## src/rtl/y86_pkg.sv

```systemverilog
// y86_pkg: shared Y86-64 encodings, stage-word widths and bubble words for the pipeline registers
package y86_pkg;
   localparam logic [3:0] IHALT   = 4'h0;
   localparam logic [3:0] INOP    = 4'h1;
   localparam logic [3:0] IRRMOVQ = 4'h2;
   localparam logic [3:0] IIRMOVQ = 4'h3;
   localparam logic [3:0] IRMMOVQ = 4'h4;
   localparam logic [3:0] IMRMOVQ = 4'h5;
   localparam logic [3:0] IOPQ    = 4'h6;
   localparam logic [3:0] IJXX    = 4'h7;
   localparam logic [3:0] ICALL   = 4'h8;
   localparam logic [3:0] IRET    = 4'h9;
   localparam logic [3:0] IPUSHQ  = 4'hA;
   localparam logic [3:0] IPOPQ   = 4'hB;
   localparam logic [2:0] SBUB = 3'd0;
   localparam logic [2:0] SAOK = 3'd1;
   localparam logic [2:0] SADR = 3'd2;
   localparam logic [2:0] SINS = 3'd3;
   localparam logic [2:0] SHLT = 3'd4;
   localparam logic [3:0] RRSP  = 4'h4;
   localparam logic [3:0] RNONE = 4'hF;
   localparam logic [3:0] FNONE = 4'h0;
   // D: stat icode ifun rA rB valC valP
   localparam int D_W = 3 + 4 + 4 + 4 + 4 + 64 + 64;
   localparam logic [D_W-1:0] D_BUBBLE = {SBUB, INOP, FNONE, RNONE, RNONE, 64'h0, 64'h0};
   // E: stat icode ifun valC valA valB dstE dstM srcA srcB
   localparam int E_W = 3 + 4 + 4 + 64 + 64 + 64 + 4 + 4 + 4 + 4;
   localparam logic [E_W-1:0] E_BUBBLE = {SBUB, INOP, FNONE, 192'h0, RNONE, RNONE, RNONE, RNONE};
   // M: stat icode Cnd valE valA dstE dstM
   localparam int M_W = 3 + 4 + 1 + 64 + 64 + 4 + 4;
   localparam logic [M_W-1:0] M_BUBBLE = {SBUB, INOP, 1'b0, 128'h0, RNONE, RNONE};
   // W: stat icode valE valM dstE dstM
   localparam int W_W = 3 + 4 + 64 + 64 + 4 + 4;
   localparam logic [W_W-1:0] W_BUBBLE = {SBUB, INOP, 128'h0, RNONE, RNONE};
   typedef enum logic {EMPTY, FULL} skid_state_t;
endpackage

```

## src/rtl/sat_counter.sv

```systemverilog
// sat_counter: counter that sticks at all-ones; ports clock, reset (sync), inc, count
module sat_counter #(
   parameter int CNT_W = 16
) (
   input  logic             clock,
   input  logic             reset,
   input  logic             inc,
   output logic [CNT_W-1:0] count
);
   always_ff @(posedge clock)
      count <= reset ? '0 : (inc && !(&count)) ? count + 1'b1 : count;
endmodule

```

## src/rtl/pipe_stage_reg.sv

```systemverilog
// pipe_stage_reg: stage register with valid bit, optional one-entry skid buffer and stall/bubble counters
// in:  clock, reset (sync, high), in_data/in_valid, stall, bubble
// out: out_data/out_valid, skid_full, overflow (sticky lost word), stall_cycles, bubble_count
module pipe_stage_reg
   import y86_pkg::*;
#(
   parameter int               WIDTH      = 64,
   parameter logic [WIDTH-1:0] BUBBLE_VAL = '0,
   parameter int               SKID       = 0,
   parameter int               CNT_W      = 16
) (
   input  logic             clock,
   input  logic             reset,
   input  logic [WIDTH-1:0] in_data,
   input  logic             in_valid,
   input  logic             stall,
   input  logic             bubble,
   output logic [WIDTH-1:0] out_data,
   output logic             out_valid,
   output logic             skid_full,
   output logic             overflow,
   output logic [CNT_W-1:0] stall_cycles,
   output logic [CNT_W-1:0] bubble_count
);
   skid_state_t      state, state_n;
   logic [WIDTH-1:0] skid_q, skid_n, data_n;
   logic             valid_n, ovf_n;
   always_ff @(posedge clock) begin
      if (reset) begin
         state     <= EMPTY;
         skid_q    <= BUBBLE_VAL;
         out_data  <= BUBBLE_VAL;
         out_valid <= 1'b0;
         overflow  <= 1'b0;
      end else begin
         state     <= state_n;
         skid_q    <= skid_n;
         out_data  <= data_n;
         out_valid <= valid_n;
         overflow  <= ovf_n;
      end
   end
   // state can only leave EMPTY when SKID is enabled, so SKID=0 reduces to a plain stall/bubble register
   always_comb begin
      state_n = state;
      skid_n  = skid_q;
      data_n  = out_data;
      valid_n = out_valid;
      ovf_n   = overflow;
      if (stall) begin
         if (SKID != 0 && in_valid) begin
            if (state == FULL) ovf_n = 1'b1;
            else begin
               skid_n  = in_data;
               state_n = FULL;
            end
         end
      end else if (bubble) begin
         // squash: both the skid word and the incoming word are flushed
         data_n  = BUBBLE_VAL;
         valid_n = 1'b0;
         skid_n  = BUBBLE_VAL;
         state_n = EMPTY;
      end else if (state == FULL) begin
         data_n  = skid_q;
         valid_n = 1'b1;
         skid_n  = in_valid ? in_data : skid_q;
         state_n = in_valid ? FULL : EMPTY;
      end else begin
         data_n  = in_data;
         valid_n = in_valid;
      end
   end
   assign skid_full = (state == FULL);
   sat_counter #(.CNT_W(CNT_W)) u_stall_cnt (
      .clock(clock),
      .reset(reset),
      .inc  (stall),
      .count(stall_cycles)
   );
   sat_counter #(.CNT_W(CNT_W)) u_bubble_cnt (
      .clock(clock),
      .reset(reset),
      .inc  (!stall && bubble),
      .count(bubble_count)
   );
endmodule

```

## config.mk

```make
export PLATFORM = sky130hd
export DESIGN_NAME = pipe_stage_reg
export DESIGN_NICKNAME = d
export VERILOG_FILES = /design/src/rtl/y86_pkg.sv /design/src/rtl/sat_counter.sv /design/src/rtl/pipe_stage_reg.sv
export SDC_FILE = /design/constraint.sdc
export NUM_CORES = 1
export LEC_CHECK = 0
export ABC_CLOCK_PERIOD_IN_PS = 4500
export BUFFER_PORTS_ARGS = -buffer_cell sky130_fd_sc_hd__buf_2
export CAP_MARGIN = 20
export CORE_UTILIZATION = 50
export DETAILED_ROUTE_END_ITERATION = 8
export PLACE_DENSITY = 0.83
export SYNTH_ARGS = -nofsm -noshare
export SYNTH_HDL_FRONTEND = slang
export SYNTH_SLANG_ARGS = --single-unit
```

## constraint.sdc

```tcl
create_clock -name clock -period 4.5 [get_ports clock]
set_input_delay 0.675 -clock clock [delete_from_list [all_inputs] [get_ports clock]]
set_output_delay 0.675 -clock clock [all_outputs]
set_load 0.05 [all_outputs]
```

; Yosys cells after proc, flatten, opt, wreduce, memory -nomap -nowiden
; Index checks and enable logic that the tools add are counted.
; W data, S select, Z words.
[word_totals]
ff_bits = 162
in_bits = 69
output_inout_bits = 99
elab_cells = 30
[op_classes]
add_sub_neg = 2
mux = 10
bitwise_logic = 1
reduce_logical = 11
[ops]
columns = operator, n
row1 = $mux W64, 5
row2 = $add A16 B1 Y16 const B, 2
row3 = $reduce_and A16 Y1, 2
row4 = $mux W1, 5
row5 = $reduce_bool A2 Y1, 2
row6 = $logic_and A1 B1 Y1, 3
row7 = $logic_not A1 Y1, 3
row8 = $reduce_and A3 Y1, 1
row9 = $not A1 Y1, 1

; Depth between registers and ports, before layout
[depth]
depth_word = 3
depth_mapped = 7
mapped_depth_nobuf = 5

; Cells and area by module
; From an unflattened synthesis, not the netlist that was laid out.
[unflattened]
cells_unflattened = 632
area_unflattened_um2 = 6600.1
[modules_own_cells]
columns = mod, instances, cells_per_inst, area_each_um2, seq_area_each_um2
row1 = pipe_stage_reg, 1, 440, 4933.5, 2602.5
row2 = sat_counter, 2, 96, 833.3, 320.3

; Least setup slack after synthesis
; Ideal clock, no wire load.
[synth_path]
path_type = flip-flop to flip-flop
startpoint = register u_bubble_cnt.count[2]
endpoint = register u_bubble_cnt.count[13]
setup_ns = 0.123
arrival_ns = 1.965
required_ns = 4.377
slack_ns = 2.411
path_stages_with_launch = 6
path_buffers = 1
synth_period_minus_slack_ns = 2.089
cell_sequence = dfxtp_1 -> and4b_1 -> buf_4 -> nand3_4 -> or4_1 -> mux2_1
[synth_between]
elab_chain_cells = 3
word_cells_on_any_way = 4
classes_between = add/sub: 1 / reduce/logical: 3
[synth_rtl]
columns = item, line_no
row1 = from (decl), sat_counter.sv:8  ; output logic [CNT_W-1:0] count
row2 = from (signal assigned), sat_counter.sv:11  ; count <= reset ? '0 : (inc && !(&count)) ? count + 1'b1 : count;
row3 = branches (longest 3 deep; another with $add A16 B1 Y16), n/a
; Several ways; the timed one is not identified.
; A chain may end at the register's enable or synchronous reset.

; Worst setup path in the final report
[layout_path]
startpoint = register state, in the netlist skid_full
endpoint = output skid_full
[layout_rtl]
columns = item, line_no
row1 = from (decl), pipe_stage_reg.sv:25  ; skid_state_t state, state_n;
row2 = from (signal assigned), pipe_stage_reg.sv:36  ; state <= state_n;
row3 = to (decl), pipe_stage_reg.sv:20  ; output logic skid_full,
; No word-level cell between the ends.

==> flow_summary.toml <==
[run_status]
outcome = "completed"

[floorplan]
num_ports = 168
die_outline_area_mm2 = 0.0138
die_x_um = 117
placeableCoreArea_mm2 = 0.0128
die_h_um = 117
initial_utilization = 0.520
placement_rows = 41

[worst_setup_path]
crit-reg2reg-launch = "skid_full$_SDFFE_PP0N_"
worstPathMaxFanout = 49
regToRegEndpoint = "skid_q[6]$_SDFFE_PP0P_"
start_kind = "flip-flop"
worstPathRequired_ns = 3.83
regToRegSetupSlack_ns = 2.32
worst_setup_path_end_kind = "output pin"
path_class = "flip-flop to output pin"
critPathArrivalTime_ns = 2.09
worstRegToRegCells = 4

[clock_network]
post-cts-setup-buffer-count = 0
number_of_buffers_on_the_longest_clock_path = 2
cts_tree = "done"
ctsHtreeMaxLevel = 4
clock_insertion_delay_worst_skew_ns = 0.42
clock_sinks = 162
cts_buffers = 17
hold_buffers = 0
clk_pin_slew_worst_paths_ns = 0.06
cts_root_buffer = "clkbuf_16"
cts_resized = 0

[flow_run]
maxCapViolCount = 0

[synth]
synth_top_cells_by_area = "dfxtp_1, a22oi_1, mux2_2"
yosys_register_bits = 162
edff_count_synth = 0
postSynthCellCount = 709
yosys_most_used_dff = "dfxtp_1"
yosys-top-cells-count = "dfxtp_1, nor2_1, a22oi_1"
netlist.area_leader.share = 0.487
synth_area_per_cell_um2 = 9.40
post_synth_design_cell_area_mm2 = 0.00667
async_flop_share = 0
synth_fp_nets = 780
yosysUniqueCellTypes = 39
yosys.area.top_type = "dfxtp_1"
yosysSeqAreaShare = 0.487
synth-warning-count = 0
synthMostInstantiatedCell = "dfxtp_1"

[routing]
post-route-drc-count = 0
dr_total_vias = 5921
drt_wl_total_um = 15900
dr.first_iter.drc_count = 538
wl_per_cell_um = 15.4
detail-route-antenna-nets = 0
drt-pass1-iter-count = 8
avgViaCountPerCell = 5.75

[placed_design]
place_inst = 997
globalplace.congestion = 0.859
detailedPlacementHpwl_um = 10200
port_buffers = 166

[grt]
first_pass_grt_wire_length_um = 26400
grt_antenna_before_repair = 0
first_global_vias = 5352
overall_routing_resource_usage = 0.235
grt_start_max_net_pins = 65
grt_overflow_total = 0

[power]
leakagePower_nw = 3.28
power_frac_clock = 0.441
p_int_mw = 2.41
pwr-share-comb = 0.090
power.share.switching = 0.237
p_sw_mw = 0.748
pwr-share-seq = 0.468
power.density_cell_area_mw_per_mm2 = 389
finalPower_mw = 3.16
vdd.ir_drop.worst_mv = 0.248

[layout]
post_route_utilization = 0.633
layout.cells.non_filler = 1029
area_growth_syn_to_layout_pct = 21.7
antenna-diode-count = 0
nets = 915
post_route_cells_drive_above_1_share = 0.315

[sta]
drv_slew = 0
fmaxAchievable_mhz = 361
relSlewSlack = 0.449
report.final.hold_viol_count = 0
post-route-min-period_ns = 2.77
setup-tns-final_ns = 0
worst-slew-pin-transition_ns = 0.827
timing.hold.ws_ns = 0.493
setup-violations-final = 0
rsz_0062_raised_after_global_routing = "no"
finClkSkew_ns = 0.00719
fin_crit_sh = 0.615

[hold_path]
worstHoldEndpoint = "skid_q[62]$_SDFFE_PP0P_"
worstHoldPathType = "flip-flop to flip-flop"
holdCritStartpoint = "skid_q[62]$_SDFFE_PP0P_"
hold-path-cell-count = 2
[flip-flops by register name, summed over array words and instances, names as in the netlist]
signal,count
out_data,64
out_valid,1
skid_full,1
skid_q,64
u_bubble_cnt.count,16
u_stall_cnt.count,16
[area by class of cell]
type / count / area [um^2]
repair buffers: 173 / 886
clock buffers: 27 / 493
fillers: 1075 / 4710
multi-input cells: 483 / 3170
inverters: 7 / 26.3
flip-flops and latches: 162 / 3240
well taps: 172 / 215
clock inverters: 5 / 75.1
[through the flow]
| stage | setup WS [ns] | area [um^2] |
|---|---|---|
| 5_1_grt | 1.59 | 8110 |
| 3_5_place_dp | 1.67 | 7540 |
| 6_report | 1.73 | 8110 |
| 2_1_floorplan | 2.41 | 6670 |
| 4_1_cts | 1.72 | 8110 |
| 3_3_place_gp | 1.73 | 7540 |
[power groups by stage]
stage	Sequential, mW	Combinational, mW	Clock (mW)
after floorplan	1.59	0.112	0
after global placement	1.51	0.283	0
after detailed placement	1.51	0.284	0
after CTS	1.48	0.286	1.42
after global routing	1.48	0.305	1.49
final	1.48	0.284	1.39
[cell usage in the layout, fill, tap and decap left out, drive strengths merged, types with 10 or more instances in the layout]
| cell type | synthesis | routed |
|---|---|---|
| buf | 21 | 173 |
| o21ai | 10 | 10 |
| mux2 | 66 | 66 |
| or3 | 10 | 10 |
| a21oi | 22 | 22 |
| nand3 | 17 | 17 |
| nor2 | 148 | 148 |
| nand4 | 10 | 10 |
| clkbuf | 36 | 27 |
| dfxtp | 162 | 162 |
| a22oi | 128 | 128 |
[cells by family after synthesis]
group | Yosys count | synth area share
XOR/XNOR | 2 | 0.00263
AO/OA/AOI/OAI | 183 | 0.197
adder cells (fa/ha/maj) | 2 | 0.00375
other | 1 | 0.000563
multiplexers | 69 | 0.116
flip-flops | 162 | 0.487
AND/OR/NAND/NOR | 226 | 0.154
buffers and inverters | 64 | 0.0387
[how the worst max path moves through the flow]
| stage | slack, ns | depth (start not counted) | to | startpoint |
|---|---|---|---|---|
| detailed placement | 1.67 | 5 | skid_q[16]$_SDFFE_PP0P_ | stall |
| floorplan | 2.41 | 5 | u_bubble_cnt.count[13]$_SDFFE_PP0P_ | u_bubble_cnt.count[2]$_SDFFE_PP0P_ |
| CTS | 1.72 | 2 | skid_full | skid_full$_SDFFE_PP0N_ |
| global placement | 1.73 | 5 | skid_q[23]$_SDFFE_PP0P_ | stall |
| global route | 1.59 | 2 | skid_full | skid_full$_SDFFE_PP0N_ |
| finish | 1.73 | 2 | skid_full | skid_full$_SDFFE_PP0N_ |
[layer usage]
metal  wire length [um]  part of all wire  track usage  up-vias
met2               7490              0.47        0.362      228
met3               1140             0.072       0.0630       23
met5                  0                 0            0        -
met1               7030              0.44        0.314     2799
li1                   -                 -            -     2871
met4                221             0.014       0.0873        0
[critical path, cell delays in order (launching register included)]
cell and delay (ns):
dfxtp_2 0.63, buf_4 0.60, buf_2 0.38
Power figures use the tool's default switching activity.
